## config.mk

```make
export PLATFORM = sky130hd
export DESIGN_NAME = pc_fetch_sequencer
export DESIGN_NICKNAME = d
export VERILOG_FILES = /design/src/rtl/pc_fetch_sequencer.sv
export SDC_FILE = /design/constraint.sdc
export NUM_CORES = 1
export LEC_CHECK = 0
export ABC_AREA = 1
export BUFFER_PORTS_ARGS = -buffer_cell sky130_fd_sc_hd__buf_2
export CORE_MARGIN = 3
export CORE_UTILIZATION = 44
export DETAILED_ROUTE_END_ITERATION = 7
export GPL_TIMING_DRIVEN = 0
export PLACE_DENSITY = 0.77
export REMOVE_ABC_BUFFERS = 1
export SLEW_MARGIN = 20
export SYNTH_ARGS = -nofsm -noshare
export SYNTH_HDL_FRONTEND = slang
export SYNTH_SLANG_ARGS = --single-unit
```

## constraint.sdc

```tcl
create_clock -name CLK -period 1.9 [get_ports CLK]
set_input_delay 0.475 -clock CLK [delete_from_list [all_inputs] [get_ports CLK]]
set_output_delay 0.475 -clock CLK [all_outputs]
set_load 0.02 [all_outputs]
```

## src/rtl/pc_fetch_sequencer.sv

```systemverilog
// PC owner/fetch sequencer: FETCH waits on IMEM_READY, ISSUE holds INSTR while STALL is high.
// Latency: at least 2 cycles per instruction; each IMEM_READY-low or STALL-high cycle adds one.
module pc_fetch_sequencer #(
    parameter int          AW  = 8,
    parameter int          IW  = 32,
    parameter int unsigned INC = 1
) (
    input  logic          CLK,
    input  logic          RESET,
    input  logic          IMEM_READY,
    input  logic [IW-1:0] IMEM_RDATA,
    input  logic          STALL,
    input  logic          BRANCH_TAKEN,
    input  logic [AW-1:0] BRANCH_OFFSET,
    input  logic          JUMP,
    input  logic [AW-1:0] JUMP_TARGET,
    output logic [AW-1:0] PC,
    output logic          IMEM_READ,
    output logic [IW-1:0] INSTR,
    output logic          INSTR_VALID,
    output logic [7:0]    RETIRED
);

    typedef enum logic [1:0] {
        IDLE  = 2'd0,
        FETCH = 2'd1,
        ISSUE = 2'd2
    } state_t;

    localparam logic [AW-1:0] INC_W = AW'(INC);

    state_t        state;
    logic [AW-1:0] pc_seq;
    logic [AW-1:0] next_pc;

    assign pc_seq = PC + INC_W;

    // An AW-bit offset added modulo 2^AW is identical to adding its sign extension.
    always_comb begin
        next_pc = pc_seq;
        if (JUMP) begin
            next_pc = JUMP_TARGET;
        end else if (BRANCH_TAKEN) begin
            next_pc = pc_seq + BRANCH_OFFSET;
        end
    end

    always_ff @(posedge CLK or posedge RESET) begin
        if (RESET) begin
            state       <= IDLE;
            PC          <= '0;
            INSTR       <= '0;
            RETIRED     <= '0;
            IMEM_READ   <= 1'b0;
            INSTR_VALID <= 1'b0;
        end else begin
            case (state)
                IDLE: begin
                    state     <= FETCH;
                    IMEM_READ <= 1'b1;
                end
                FETCH: begin
                    if (IMEM_READY) begin
                        INSTR       <= IMEM_RDATA;
                        state       <= ISSUE;
                        IMEM_READ   <= 1'b0;
                        INSTR_VALID <= 1'b1;
                    end
                end
                ISSUE: begin
                    // Control-flow inputs are only sampled on the accepting edge.
                    if (!STALL) begin
                        RETIRED     <= RETIRED + 8'd1;
                        PC          <= next_pc;
                        state       <= FETCH;
                        INSTR_VALID <= 1'b0;
                        IMEM_READ   <= 1'b1;
                    end
                end
                default: begin
                    state       <= IDLE;
                    IMEM_READ   <= 1'b0;
                    INSTR_VALID <= 1'b0;
                end
            endcase
        end
    end

endmodule
```

==> results.sh <==
export IMPL_ys_warn_count=0
export IMPL_post_route_period_util_pct=115
export IMPL_drv_slew=0
export IMPL_std_cell_rows=27
export IMPL_cts_tree="built"
export IMPL_place_congestion=0.859
export IMPL_yosys_area_top_type="dfrtp_1"
export IMPL_io_buffer_count=103
export IMPL_yosys_area_share_simple_pct=29.7
export IMPL_clk_pin_slew_ns=0.10
export IMPL_met1_usage_pct=27.1
export IMPL_start_util_pct=46.2
export IMPL_synth_area_leaders="dfrtp_1, nand2_1, ha_1"
export IMPL_vdd_drop_max_mv=0.803
export IMPL_setup_viol=6
export IMPL_place_inst=493
export IMPL_synthCells=326
export IMPL_endpoint_kind="register"
export IMPL_clockBufferDepth=2
export IMPL_final_util_pct=64.2
export IMPL_met3_usage_pct=5.42
export IMPL_max_slew_margin_pct=68.0
export IMPL_avgViaCountPerCell=5.02
export IMPL_area_growth_pct=39.0
export IMPL_grt_overflow=0
export IMPL_postSynthAreaPerCell_um2=7.94
export IMPL_regToRegSetupSlack_ns=-0.28
export IMPL_cts_root_buf="clkbuf_8"
export IMPL_numClockSinks=51
export IMPL_grt_pass1_vias=2315
export IMPL_synth_adder_area_share_pct=5.60
export IMPL_synth_mux_area_share_pct=0
export IMPL_grt_max_degree=36
export IMPL_antenna_left=0
export IMPL_grt_antenna_before_repair=0
export IMPL_worstMarginPinSlew_ns=0.480
export IMPL_dr_pass1_iters=5
export IMPL_max_freq_mhz=459
export IMPL_io_pins=104
export IMPL_drt_iter0_markers=104
export IMPL_numCtsBuffers=5
export IMPL_syn_area_um2=2590
export IMPL_grt_busiest_layer="met2"
export IMPL_synth_ff_latch_count=51
export IMPL_antenna_cells=0
export IMPL_vias=2609
export IMPL_hold_viol_final=0
export IMPL_seq_area_um2=1280
export IMPL_grt_pass1_wl_um=10700
export IMPL_violations="negative setup slack"
export IMPL_drv_cap=0
export IMPL_rsz0062_at_grt="yes"
export IMPL_required_ns=2.09
export IMPL_place_ws_ns=-0.594
export IMPL_power_density_nw_per_um2=1720
export IMPL_setup_ws_ns=-0.279
export IMPL_wire_per_inst_um=13.9
export IMPL_yosysSeqAreaShare_pct=49.3
export IMPL_drive_gt1_share_pct=37.3
export IMPL_synth_top_family_by_area="simple AND/OR/NAND/NOR gates"
export IMPL_fin_nets=512
export IMPL_cp_start_kind="register"
export IMPL_cp_max_fo=3
export IMPL_grt_usage_pct=20.4
export IMPL_synth_compound_area_share_pct=6.52
export IMPL_dp_hpwl_um=4760
export IMPL_fillerInstances=481
export IMPL_min_path_type="in2async"
export IMPL_use_met2_pct=32.3
export IMPL_total_power_uw=6210
export IMPL_die_w_um=82.7
export IMPL_dieArea_um2=6840
export IMPL_multi_input_area_um2=1340
export IMPL_clk_latency_ns=0.30
export IMPL_synth_xor_area_share_pct=3.38
export IMPL_cp_arrival_ns=2.37
export IMPL_layout_min_cycle_time_ns=2.18
export IMPL_critPathKind="reg2reg"
export IMPL_synth_top_area_share_pct=49.3
export IMPL_wl_um=7240
export IMPL_synth_cell_types=24
export IMPL_htreeDepth=2
export IMPL_status="complete, but fails checks"
export IMPL_drc=0
export IMPL_die_height_um=82.7
export IMPL_p_leak_uw=0.00204
export IMPL_finClkSkew_ns=0.0104
export IMPL_core_um2=5610
export IMPL_tns_ns=-1.11
export IMPL_fin_cells=520
==> worst max-delay path: stages (launching register included) <==
cell,delay (ns)
dfrtp_1,0.41
ha_2,0.20
nand2_2,0.09
inv_2,0.04
nand4_1,0.07
xor2_1,0.20
inv_1,0.10
ha_4,0.25
nand2_4,0.07
inv_2,0.04
nand2_2,0.06
nand2_2,0.06
a21oi_2,0.13
nand3_1,0.10
nand3_1,0.08
nand2_1,0.06
nand2_1,0.05
nand2_1,0.04
==> layout by cell type, fill, tap and decap left out, types with 2 or more instances in the layout <==
| cell | instances |
|---|---|
| nand2_4 | 2 |
| dfrtp_1 | 50 |
| a21oi_1 | 13 |
| ha_4 | 3 |
| nand3_2 | 2 |
| nor2_1 | 11 |
| nand3_4 | 3 |
| clkbuf_8 | 5 |
| xnor2_1 | 2 |
| xor2_1 | 6 |
| buf_2 | 103 |
| o21ai_0 | 8 |
| o21ai_1 | 3 |
| ha_1 | 5 |
| clkinvlp_4 | 2 |
| inv_2 | 3 |
| nand2_2 | 6 |
| a21oi_2 | 3 |
| and3_1 | 2 |
| buf_4 | 18 |
| nor2_2 | 3 |
| nand4_1 | 5 |
| nand3_1 | 16 |
| nand2_1 | 131 |
| ha_2 | 2 |
| xor2_2 | 2 |
| inv_1 | 24 |
==> stage by stage <==
| step | area (um^2) | hold WS [ns] |
|---|---|---|
| 2_1_floorplan | 2550 | 0.555 |
| 3_3_place_gp | 3160 | 0.456 |
| 3_5_place_dp | 3180 | 0.459 |
| 4_1_cts | 3470 | 0.187 |
| 5_1_grt | 3600 | 0.203 |
| 6_report | 3600 | 0.177 |
==> cells by family after synthesis <==
group,after synthesis
AND/OR/NAND/NOR,185
flip-flops,51
buffers and inverters,37
AO/OA/AOI/OAI,32
adder cells (fa/ha/maj),11
XOR/XNOR,10
==> what timing repair did <==
action,CTS,global route
endpoints found under the hold margin,0,0
pin swaps,12,10
gates resized for setup,23,17
cloned,1,0
hold buffers,0,0
setup endpoints to repair,39,8
setup buffers,9,9
==> cell type report <==
type                       count  area share (%)
inverter                      28            3.02
clock buffer                   6            2.02
clock inverter                 2            1.08
sequential                    51            35.5
timing repair buffer         122            18.6
tap                           72            2.50
timing repair inverter         1           0.208
multi-input combinational    238            37.1
==> synth_stat cells, drive strengths merged <==
cell type,number
o21bai,1
o211ai,1
xor2,8
o21ai,11
dfrtp,51
clkbuf,5
nand2,139
nand4,5
and3,2
or2,2
fa,1
buf,4
xnor2,2
o22ai,1
a21oi,17
nor2,15
nand3,21
ha,10
inv,28
o31ai,1
nor3,1
==> worst paths after layout <==
kind	cells after the start	endpoint	startpoint
min in group CLK	3	INSTR[31]	IMEM_RDATA[31]
worst min register to register	1	RETIRED[7]	RETIRED[7]
worst max-delay path	17	PC[7]	PC[0]
max in group asynchronous	3	PC[2]	RESET
worst min-delay path	2	INSTR[16]	RESET
worst max register to register	17	PC[7]	PC[0]
==> routing by layer <==
metal / routed length (um) / vias to the layer above
met5: 0 / -
met4: 128 / 0
met3: 574 / 14
met2: 3450 / 110
met1: 3090 / 1220
li1: - / 1265
==> sequential cells by signal, indices dropped and copies added (netlist names) <==
register,cells
INSTR,32
PC,8
RETIRED,8
state,2
INSTR_VALID,1
==> where the power goes <==
group          internal (uW)  total (uW)  switching (uW)
clock network            398         762             364
logic                   1360        3520            2160
registers               1560        1920             365
total                   3320        6210            2890
Power figures use the tool's default switching activity.
